### config.mk
export PLATFORM = sky130hd
export DESIGN_NAME = arbitro_mult_div_flat
export DESIGN_NICKNAME = d
export VERILOG_FILES = /design/src/rtl/arbitro_mult_div_if.sv /design/src/rtl/arbitro_mult_div.sv /design/src/flat_wrapper.sv
export SDC_FILE = /design/constraint.sdc
export NUM_CORES = 1
export LEC_CHECK = 0
export CAP_MARGIN = 20
export CORE_MARGIN = 2
export CORE_UTILIZATION = 40
export DETAILED_ROUTE_END_ITERATION = 8
export PLACE_DENSITY = 0.81
export SETUP_SLACK_MARGIN = 0.02
export SLEW_MARGIN = 20
export SYNTH_ARGS = -nofsm -noshare
export SYNTH_HDL_FRONTEND = slang
export SYNTH_SLANG_ARGS = --single-unit
### constraint.sdc
create_clock -name reloj -period 2.4 [get_ports reloj]
set_input_delay 0.72 -clock reloj [delete_from_list [all_inputs] [get_ports reloj]]
set_output_delay 0.72 -clock reloj [all_outputs]
set_load 0.02 [all_outputs]
### src/rtl/arbitro_mult_div_if.sv
// rtl/arbitro_mult_div_if.sv - signal bundle between two requesters, the mult/div arbiter and the unit
//
// Groups every non-clock signal of arbitro_mult_div.
//   Requester side : req0/op0/a0/b0, req1/op1/a1/b1 into the arbiter;
//                    ack0/ack1/res/err back to the requesters.
//   Unit side      : go/div_mult/ent_32/ent_16 to the unit; sal_32/done from it.
// Modports: master = the arbiter view, slave = the surrounding environment view.
interface arbitro_mult_div_if #(
    parameter int ANCHO_A = 32,
    parameter int ANCHO_B = 16
);
    logic               req0;
    logic               op0;
    logic [ANCHO_A-1:0] a0;
    logic [ANCHO_B-1:0] b0;
    logic               req1;
    logic               op1;
    logic [ANCHO_A-1:0] a1;
    logic [ANCHO_B-1:0] b1;
    logic               ack0;
    logic               ack1;
    logic [ANCHO_A-1:0] res;
    logic               err;
    logic               go;
    logic               div_mult;
    logic [ANCHO_A-1:0] ent_32;
    logic [ANCHO_B-1:0] ent_16;
    logic [ANCHO_A-1:0] sal_32;
    logic               done;

    modport master (
        input  req0, op0, a0, b0, req1, op1, a1, b1, sal_32, done,
        output ack0, ack1, res, err, go, div_mult, ent_32, ent_16
    );

    modport slave (
        output req0, op0, a0, b0, req1, op1, a1, b1, sal_32, done,
        input  ack0, ack1, res, err, go, div_mult, ent_32, ent_16
    );
endinterface

### src/rtl/arbitro_mult_div.sv
// rtl/arbitro_mult_div.sv - round-robin arbiter/sequencer sharing one mult/div unit between two requesters
//
// Ports:
//   reloj  - system clock, rising edge
//   reset  - asynchronous active-low reset
//   bus    - arbitro_mult_div_if.master: requester handshakes (req/op/a/b in,
//            ack/res/err out) and unit handshake (go/div_mult/ent_32/ent_16 out,
//            sal_32/done in). Every output is a register.
// Flow: REPOSO -> LANZA -> ESPERA -> ENTREGA -> LIBERA -> REPOSO.
// A watchdog ends ESPERA with err=1 after TMO_CICLOS cycles without done.
module arbitro_mult_div #(
    parameter int ANCHO_A    = 32,
    parameter int ANCHO_B    = 16,
    parameter int TMO_CICLOS = 200
) (
    input  logic               reloj,
    input  logic               reset,
    arbitro_mult_div_if.master bus
);
    // wd holds the number of ESPERA cycles already completed, so the
    // TMO_CICLOS-th ESPERA edge sees TMO_CICLOS-1.
    localparam logic [7:0] WD_ULTIMO = 8'(TMO_CICLOS - 1);

    typedef enum logic [2:0] {
        REPOSO,
        LANZA,
        ESPERA,
        ENTREGA,
        LIBERA
    } estado_t;

    estado_t            estado;
    logic [7:0]         wd;
    logic               puntero;     // requester favoured when both ask
    logic               id;          // requester currently being served
    logic               go_q;
    logic               ack0_q;
    logic               ack1_q;
    logic               err_q;
    logic               div_mult_q;
    logic [ANCHO_A-1:0] res_q;
    logic [ANCHO_A-1:0] ent_32_q;
    logic [ANCHO_B-1:0] ent_16_q;
    logic               elige_1;

    // Requester 1 wins when it is alone or when both ask and the pointer favours it.
    assign elige_1 = bus.req1 && (!bus.req0 || puntero);

    always_ff @(posedge reloj or negedge reset) begin
        if (!reset) begin
            estado     <= REPOSO;
            wd         <= '0;
            puntero    <= 1'b0;
            id         <= 1'b0;
            go_q       <= 1'b0;
            ack0_q     <= 1'b0;
            ack1_q     <= 1'b0;
            err_q      <= 1'b0;
            div_mult_q <= 1'b0;
            res_q      <= '0;
            ent_32_q   <= '0;
            ent_16_q   <= '0;
        end else begin
            case (estado)
                REPOSO: begin
                    if (bus.req0 || bus.req1) begin
                        id         <= elige_1;
                        div_mult_q <= elige_1 ? bus.op1 : bus.op0;
                        ent_32_q   <= elige_1 ? bus.a1  : bus.a0;
                        ent_16_q   <= elige_1 ? bus.b1  : bus.b0;
                        estado     <= LANZA;
                    end
                end
                LANZA: begin
                    go_q   <= 1'b1;
                    wd     <= '0;
                    estado <= ESPERA;
                end
                ESPERA: begin
                    // done has priority over a timeout on the same edge
                    if (bus.done) begin
                        res_q  <= bus.sal_32;
                        err_q  <= 1'b0;
                        go_q   <= 1'b0;
                        ack0_q <= !id;
                        ack1_q <= id;
                        estado <= ENTREGA;
                    end else if (wd == WD_ULTIMO) begin
                        res_q  <= '0;
                        err_q  <= 1'b1;
                        go_q   <= 1'b0;
                        ack0_q <= !id;
                        ack1_q <= id;
                        estado <= ENTREGA;
                    end else begin
                        wd <= wd + 8'd1;
                    end
                end
                ENTREGA: begin
                    ack0_q  <= 1'b0;
                    ack1_q  <= 1'b0;
                    puntero <= !id;
                    estado  <= LIBERA;
                end
                LIBERA: begin
                    // a unit that never releases done keeps the arbiter parked here
                    if (!bus.done) begin
                        estado <= REPOSO;
                    end
                end
                default: begin
                    estado <= REPOSO;
                end
            endcase
        end
    end

    assign bus.go       = go_q;
    assign bus.ack0     = ack0_q;
    assign bus.ack1     = ack1_q;
    assign bus.err      = err_q;
    assign bus.res      = res_q;
    assign bus.div_mult = div_mult_q;
    assign bus.ent_32   = ent_32_q;
    assign bus.ent_16   = ent_16_q;
endmodule

### src/flat_wrapper.sv
// flat-port wrapper written by rule: the top's interface ports become plain ports
module arbitro_mult_div_flat 
#(
    parameter int ANCHO_A    = 32,
    parameter int ANCHO_B    = 16,
    parameter int TMO_CICLOS = 200
)
  (reloj, reset, bus_req0, bus_op0, bus_a0, bus_b0, bus_req1, bus_op1, bus_a1, bus_b1, bus_sal_32, bus_done, bus_ack0, bus_ack1, bus_res, bus_err, bus_go, bus_div_mult, bus_ent_32, bus_ent_16);
  arbitro_mult_div_if #(.ANCHO_A(ANCHO_A), .ANCHO_B(ANCHO_B)) bus_i ();
  input  logic reloj;
  input  logic reset;
  input wire logic [$bits(bus_i.req0)-1:0] bus_req0;
  input wire logic [$bits(bus_i.op0)-1:0] bus_op0;
  input wire logic [$bits(bus_i.a0)-1:0] bus_a0;
  input wire logic [$bits(bus_i.b0)-1:0] bus_b0;
  input wire logic [$bits(bus_i.req1)-1:0] bus_req1;
  input wire logic [$bits(bus_i.op1)-1:0] bus_op1;
  input wire logic [$bits(bus_i.a1)-1:0] bus_a1;
  input wire logic [$bits(bus_i.b1)-1:0] bus_b1;
  input wire logic [$bits(bus_i.sal_32)-1:0] bus_sal_32;
  input wire logic [$bits(bus_i.done)-1:0] bus_done;
  output wire logic [$bits(bus_i.ack0)-1:0] bus_ack0;
  output wire logic [$bits(bus_i.ack1)-1:0] bus_ack1;
  output wire logic [$bits(bus_i.res)-1:0] bus_res;
  output wire logic [$bits(bus_i.err)-1:0] bus_err;
  output wire logic [$bits(bus_i.go)-1:0] bus_go;
  output wire logic [$bits(bus_i.div_mult)-1:0] bus_div_mult;
  output wire logic [$bits(bus_i.ent_32)-1:0] bus_ent_32;
  output wire logic [$bits(bus_i.ent_16)-1:0] bus_ent_16;
  assign bus_i.req0 = bus_req0;
  assign bus_i.op0 = bus_op0;
  assign bus_i.a0 = bus_a0;
  assign bus_i.b0 = bus_b0;
  assign bus_i.req1 = bus_req1;
  assign bus_i.op1 = bus_op1;
  assign bus_i.a1 = bus_a1;
  assign bus_i.b1 = bus_b1;
  assign bus_i.sal_32 = bus_sal_32;
  assign bus_i.done = bus_done;
  assign bus_ack0 = bus_i.ack0;
  assign bus_ack1 = bus_i.ack1;
  assign bus_res = bus_i.res;
  assign bus_err = bus_i.err;
  assign bus_go = bus_i.go;
  assign bus_div_mult = bus_i.div_mult;
  assign bus_ent_32 = bus_i.ent_32;
  assign bus_ent_16 = bus_i.ent_16;
  arbitro_mult_div #(.ANCHO_A(ANCHO_A), .ANCHO_B(ANCHO_B), .TMO_CICLOS(TMO_CICLOS)) u_core (.reloj(reloj), .reset(reset), .bus(bus_i));
endmodule
==> results.tsv, run 1 <==
metric	value	unit
met3RoutedLength	1110	µm
die_y	107	µm
ys_ff_latch	98	
first_pass_iters	5	
track_usage	0.201	
clock_latency	0.37	ns
endpoint_kind	output port	
dr_wl_met2	5520	µm
ir_worst_vdd	743	µV
period_share	0.886	
intPower	0.00517	W
htree_num_levels	3	
path_buf_inv	1	
antenna_found_initial	0	
hold_viol_final	0	
synth_nets	499	
cts.path.max_buffers	2	
synth_area_leader_cell	dfrtp_1	
comb_power_share	0.502	
area_growth	62.0	%
core_area	10300	µm²
powerDensity	1210	nW/µm²
ys_seq_area_frac	0.579	
synth_edf_count	0	
gp_congestion	0.747	
worst_setup_path_start_kind	flip-flop	
critical_path_arrival	1.41	ns
synthesis.area	4230	µm²
status	finished, final reports clean	
hold_buffers	0	
post_synth.cell_area_avg	11.7	µm²
path_cells	clkdlybuf4s50_1	
io_pins	220	
crit_family	buffers and inverters	
multi_input_area	1660	µm²
fin_nets	717	
cts_resized	0	
grt_max_degree	99	
synthTopCellsByArea	dfrtp_1, mux2i_1, a22o_1	
grt-ovfl-total	0	
reg2reg_depth	5	
clock-sinks	98	
diodes	0	
switching_share	0.378	
cts-buffers-inserted	9	
required	1.68	ns
io_buffers	219	
grt_pass1_vias	3634	
async_reset_ff_frac	1.00	
regArea	2450	µm²
hold_path_class	in -> async	
drv_cap	0	
final_area	6860	µm²
top_layer	met4	
clock.fmax	470	MHz
synthFlopType	dfrtp_1	
clkPwrFrac	0.157	
synth_top_cell_area_share	0.579	
route.vias.total	3604	
place_area	6610	µm²
p_sw	0.00314	W
synth.distinct_cells	40	
fp.dieArea	11400	µm²
final-max-slew-violation-count	0	
fill_cells	786	
dr.first_iter.drc_count	162	
routed_wirelength	11700	µm
critical_path_class	reg -> out	
tightest_slew	0.380	ns
leakage	3.04	nW
fin_crit	2.13	ns
fin_setup_tns	0	ns
crit_path_top_delay_cell	clkdlybuf4s50_1	
cts_root_buffer	clkbuf_8	
synth_common_cells	dfrtp_1, nor2_1, a21oi_1	
crit_path_max_fanout	2	
grt_pass1_wl	18000	µm
std_cell_rows	37	
drc_errors	0	
initial_core_util	0.410	
synth_warnings	0	
routedWlPerCell	16.2	µm
drtAntennaViolNets	0	
setup_viol	0	
cts_setup_buffers	0	
drive_gt1_frac	0.0648	
worst-path-stages	1	
rsz0062_at_grt	false	
max_slew_margin	0.746	
skew	0.0129	ns
syn-instance-count	363	
cts.reportedPaths.clkPinSlew	0.09	ns
wl_met1	4940	µm
synthMostInstantiatedCell	dfrtp_1	
p_seq_frac	0.341	
viasPerCell	4.99	
cts_tree	yes	
slowest_delay	0.68	ns
die_width	107	µm
hpwl	8830	µm
power groups by stage:
stage / logic (W) / registers [W] / clock network (W)
after global routing: 0.00447 / 0.00293 / 0.00139
after CTS: 0.00423 / 0.00284 / 0.00134
final: 0.00417 / 0.00284 / 0.00131
after floorplan: 0.00144 / 0.00362 / 0
after detailed placement: 0.00423 / 0.00285 / 0
after global placement: 0.00412 / 0.00284 / 0
cell usage in the layout (no fill, tap or decap), types with 2 or more instances in the layout:
cell type,count
nor3b_2,2
dfrtp_1,98
inv_1,3
a221o_1,3
bufinv_16,3
nor2_1,54
a22o_1,34
buf_4,10
and3_1,7
clkdlybuf4s50_1,218
nor2b_1,2
mux2i_1,49
nand3_1,5
nand2b_1,2
a211o_1,2
clkinvlp_4,2
a21oi_1,51
buf_12,3
clkbuf_8,10
nand2_1,4
worst paths after layout:
| path | slack [ns] | startpoint | end |
|---|---|---|---|
| worst max-delay path | 0.27 | u_core.bus.ack0 | bus_ack0 |
| worst min-delay path | 0.22 | reset | u_core.bus.res[28] |
| worst max register to register | 0.63 | u_core.wd[0] | u_core.bus.ack0 |
| worst min register to register | 0.50 | u_core.id | u_core.puntero |
| max in group asynchronous | 1.62 | reset | u_core.bus.ent_32[4] |
| min in group reloj | 0.50 | u_core.id | u_core.puntero |
state kept, by name (all words and copies together) (netlist names), 3 cells and up:
name,flops
u_core.bus.ent_16,16
u_core.bus.ent_32,32
u_core.bus.res,32
u_core.estado,3
u_core.wd,8
metrics by stage:
stage | utilization | cells | power, W | setup WS [ns] | hold slack (ns)
after floorplan | - | 363 | 0.00506 | 0.682 | 0.424
after global placement | 0.640 | 706 | 0.00696 | 0.145 | 0.471
after detailed placement | 0.640 | 706 | 0.00708 | 0.133 | 0.471
after CTS | 0.664 | 722 | 0.00841 | 0.230 | 0.216
after global routing | 0.664 | 722 | 0.00879 | 0.215 | 0.221
final | 0.664 | 722 | 0.00832 | 0.273 | 0.225
cell type report:
type | count | share of cell area
Sequential cell | 98 | 0.358
Multi-Input combinational cell | 238 | 0.242
Inverter | 3 | 0.00164
Clock inverter | 6 | 0.0166
Clock buffer | 10 | 0.0201
Tap cell | 136 | 0.0248
Timing Repair Buffer | 231 | 0.338
layer usage:
metal / vias to the layer above / track usage
met3: 12 / 0.0669
li1: 1738 / -
met4: 0 / 0.0622
met1: 1682 / 0.248
met2: 172 / 0.336
met5: - / 0
cell families after synthesis:
logic type,synth area share
multiplexers,0.121
flip-flops,0.579
buffers and inverters,0.0322
AO/OA/AOI/OAI,0.156
AND/OR/NAND/NOR,0.106
XOR/XNOR,0.00207
adder cells (fa/ha/maj),0.00295
Note: power is estimated with default switching activity, not from simulation.
==> run 2, diff against run 1 <==
Settings changed: CORE_UTILIZATION 40 to 43, PLACE_DENSITY 0.81 to 0.86.
Clock period 2.4 ns to 2.7 ns, I/O delays scaled along.
==> run 2 against run 1 <==
Effect of this change:
- final cell count is 0.69% lower
- clock skew hardly changed
- hold slack better by 0.17 ns
- sequential power is 11% lower
- clock-buffer cell count is 1 lower
- critical path type unchanged
- largest cell class unchanged
==> results.tsv, run 2 (synthesized netlist as in run 1, its figures left out) <==
metric	value	unit
grt_max_degree	39	
core_area	9680	µm²
path_cells	clkdlybuf4s50_1	
clock_latency	0.34	ns
dr_wl_met2	5940	µm
rsz0062_at_grt	false	
skew	0.0129	ns
crit_path_max_fanout	2	
cts_setup_buffers	0	
period_share	0.805	
leakage	3.03	nW
crit_start	u_core.bus.err	
hpwl	8990	µm
clock.fmax	460	MHz
tightest_slew	0.442	ns
dr.first_iter.drc_count	88	
htree_num_levels	3	
cts.reportedPaths.clkPinSlew	0.10	ns
routed_wirelength	11800	µm
io_pins	220	
finalPower	0.00734	W
fin_nets	716	
cts_tree	yes	
powerDensity	1070	nW/µm²
most-common-layout-cells	clkdlybuf4s50_1, dfrtp_1, nor2_1, a21oi_1, mux2i_1	
regArea	2450	µm²
area_growth	61.7	%
top_layer	met4	
die_y	103	µm
clock-sinks	98	
multi_input_area	1660	µm²
ir_worst_vdd	533	µV
grt-ovfl-total	0	
critical_path_arrival	1.36	ns
crit_path_top_delay_cell	clkdlybuf4s50_1	
required	1.89	ns
dp_slack	0.261	ns
cts.path.max_buffers	2	
wl_met1	4780	µm
hold_viol_final	0	
endpoint_kind	output port	
grt_pass1_vias	3580	
final-max-slew-violation-count	0	
drv_cap	0	
std_cell_rows	36	
fill_cells	716	
initial_core_util	0.437	
gp_congestion	0.817	
finalNonFillerCells	717	
path_buf_inv	1	
cts_resized	0	
io_buffers	219	
fp.dieArea	10700	µm²
final_common_cell	clkdlybuf4s50_1	
cts-buffers-inserted	9	
track_usage	0.213	
status	finished, final reports clean	
layout_setup_ws	0.528	ns
drc_errors	0	
fin_util	0.707	
crit_family	buffers and inverters	
route.vias.total	3639	
setup_viol	0	
routedWlPerCell	16.4	µm
slowest_delay	0.66	ns
met3RoutedLength	984	µm
drive_gt1_frac	0.0616	
grt_pass1_wl	17600	µm
dp_cells	702	
cts_root_buffer	clkbuf_8	
viasPerCell	5.08	
critical_path_class	reg -> out	
die_width	103	µm
antenna_found_initial	0	
hold_path_class	in -> async	
r2r_start	u_core.estado[2]	
worst_setup_path_start_kind	flip-flop	
diodes	0	
first_pass_iters	7	
hold_buffers	0	
fin_crit	2.17	ns
fin_setup_tns	0	ns
max_slew_margin	0.705	
drtAntennaViolNets	0	
[run 2: cell count changes in the layout (fill, tap and decap cells not counted)]
cell	before	now
clkinv_2	0	1
buf_12	3	6
inv_6	0	2
clkinv_4	1	0
bufinv_16	3	2
clkinvlp_4	2	1
buf_4	10	6
clkbuf_8	10	9
[run 2: final timing paths]
path	to	slack [ns]	cells past startpoint
min reg2reg	u_core.bus.ack0	0.51	1
max	bus_err	0.53	1
min	u_core.puntero	0.39	1
max reg2reg	u_core.bus.ent_32[11]	0.87	5
min in group reloj	u_core.bus.ack0	0.51	1
max in group asynchronous	u_core.bus.res[20]	1.60	2
[run 2: area by class of cell]
class | count | area share
Clock buffer | 9 | 0.0181
Sequential cell | 98 | 0.358
Inverter | 3 | 0.00164
Clock inverter | 6 | 0.0132
Tap cell | 133 | 0.0243
Multi-Input combinational cell | 238 | 0.242
Timing Repair Buffer | 230 | 0.343
[run 2: report_power, final]
group	switching, W	internal, W	leakage [nW]
clock	0.000505	0.000523	0.106
combinational	0.00191	0.00189	1.77
sequential	0.000398	0.00212	1.16
[run 2: per-layer routing]
layer  global-route usage  vias to the layer above
met2                0.378                      148
met1                0.264                     1752
met3               0.0524                        5
met4               0.0486                        0
met5                    0                        -
li1                     -                     1734
[run 2: per-stage QoR]
stage / area, µm² / hold slack (ns)
3_5_place_dp: 6630 / 0.485
3_3_place_gp: 6630 / 0.467
4_1_cts: 6850 / 0.393
2_1_floorplan: 4230 / 0.447
6_report: 6850 / 0.393
5_1_grt: 6850 / 0.406
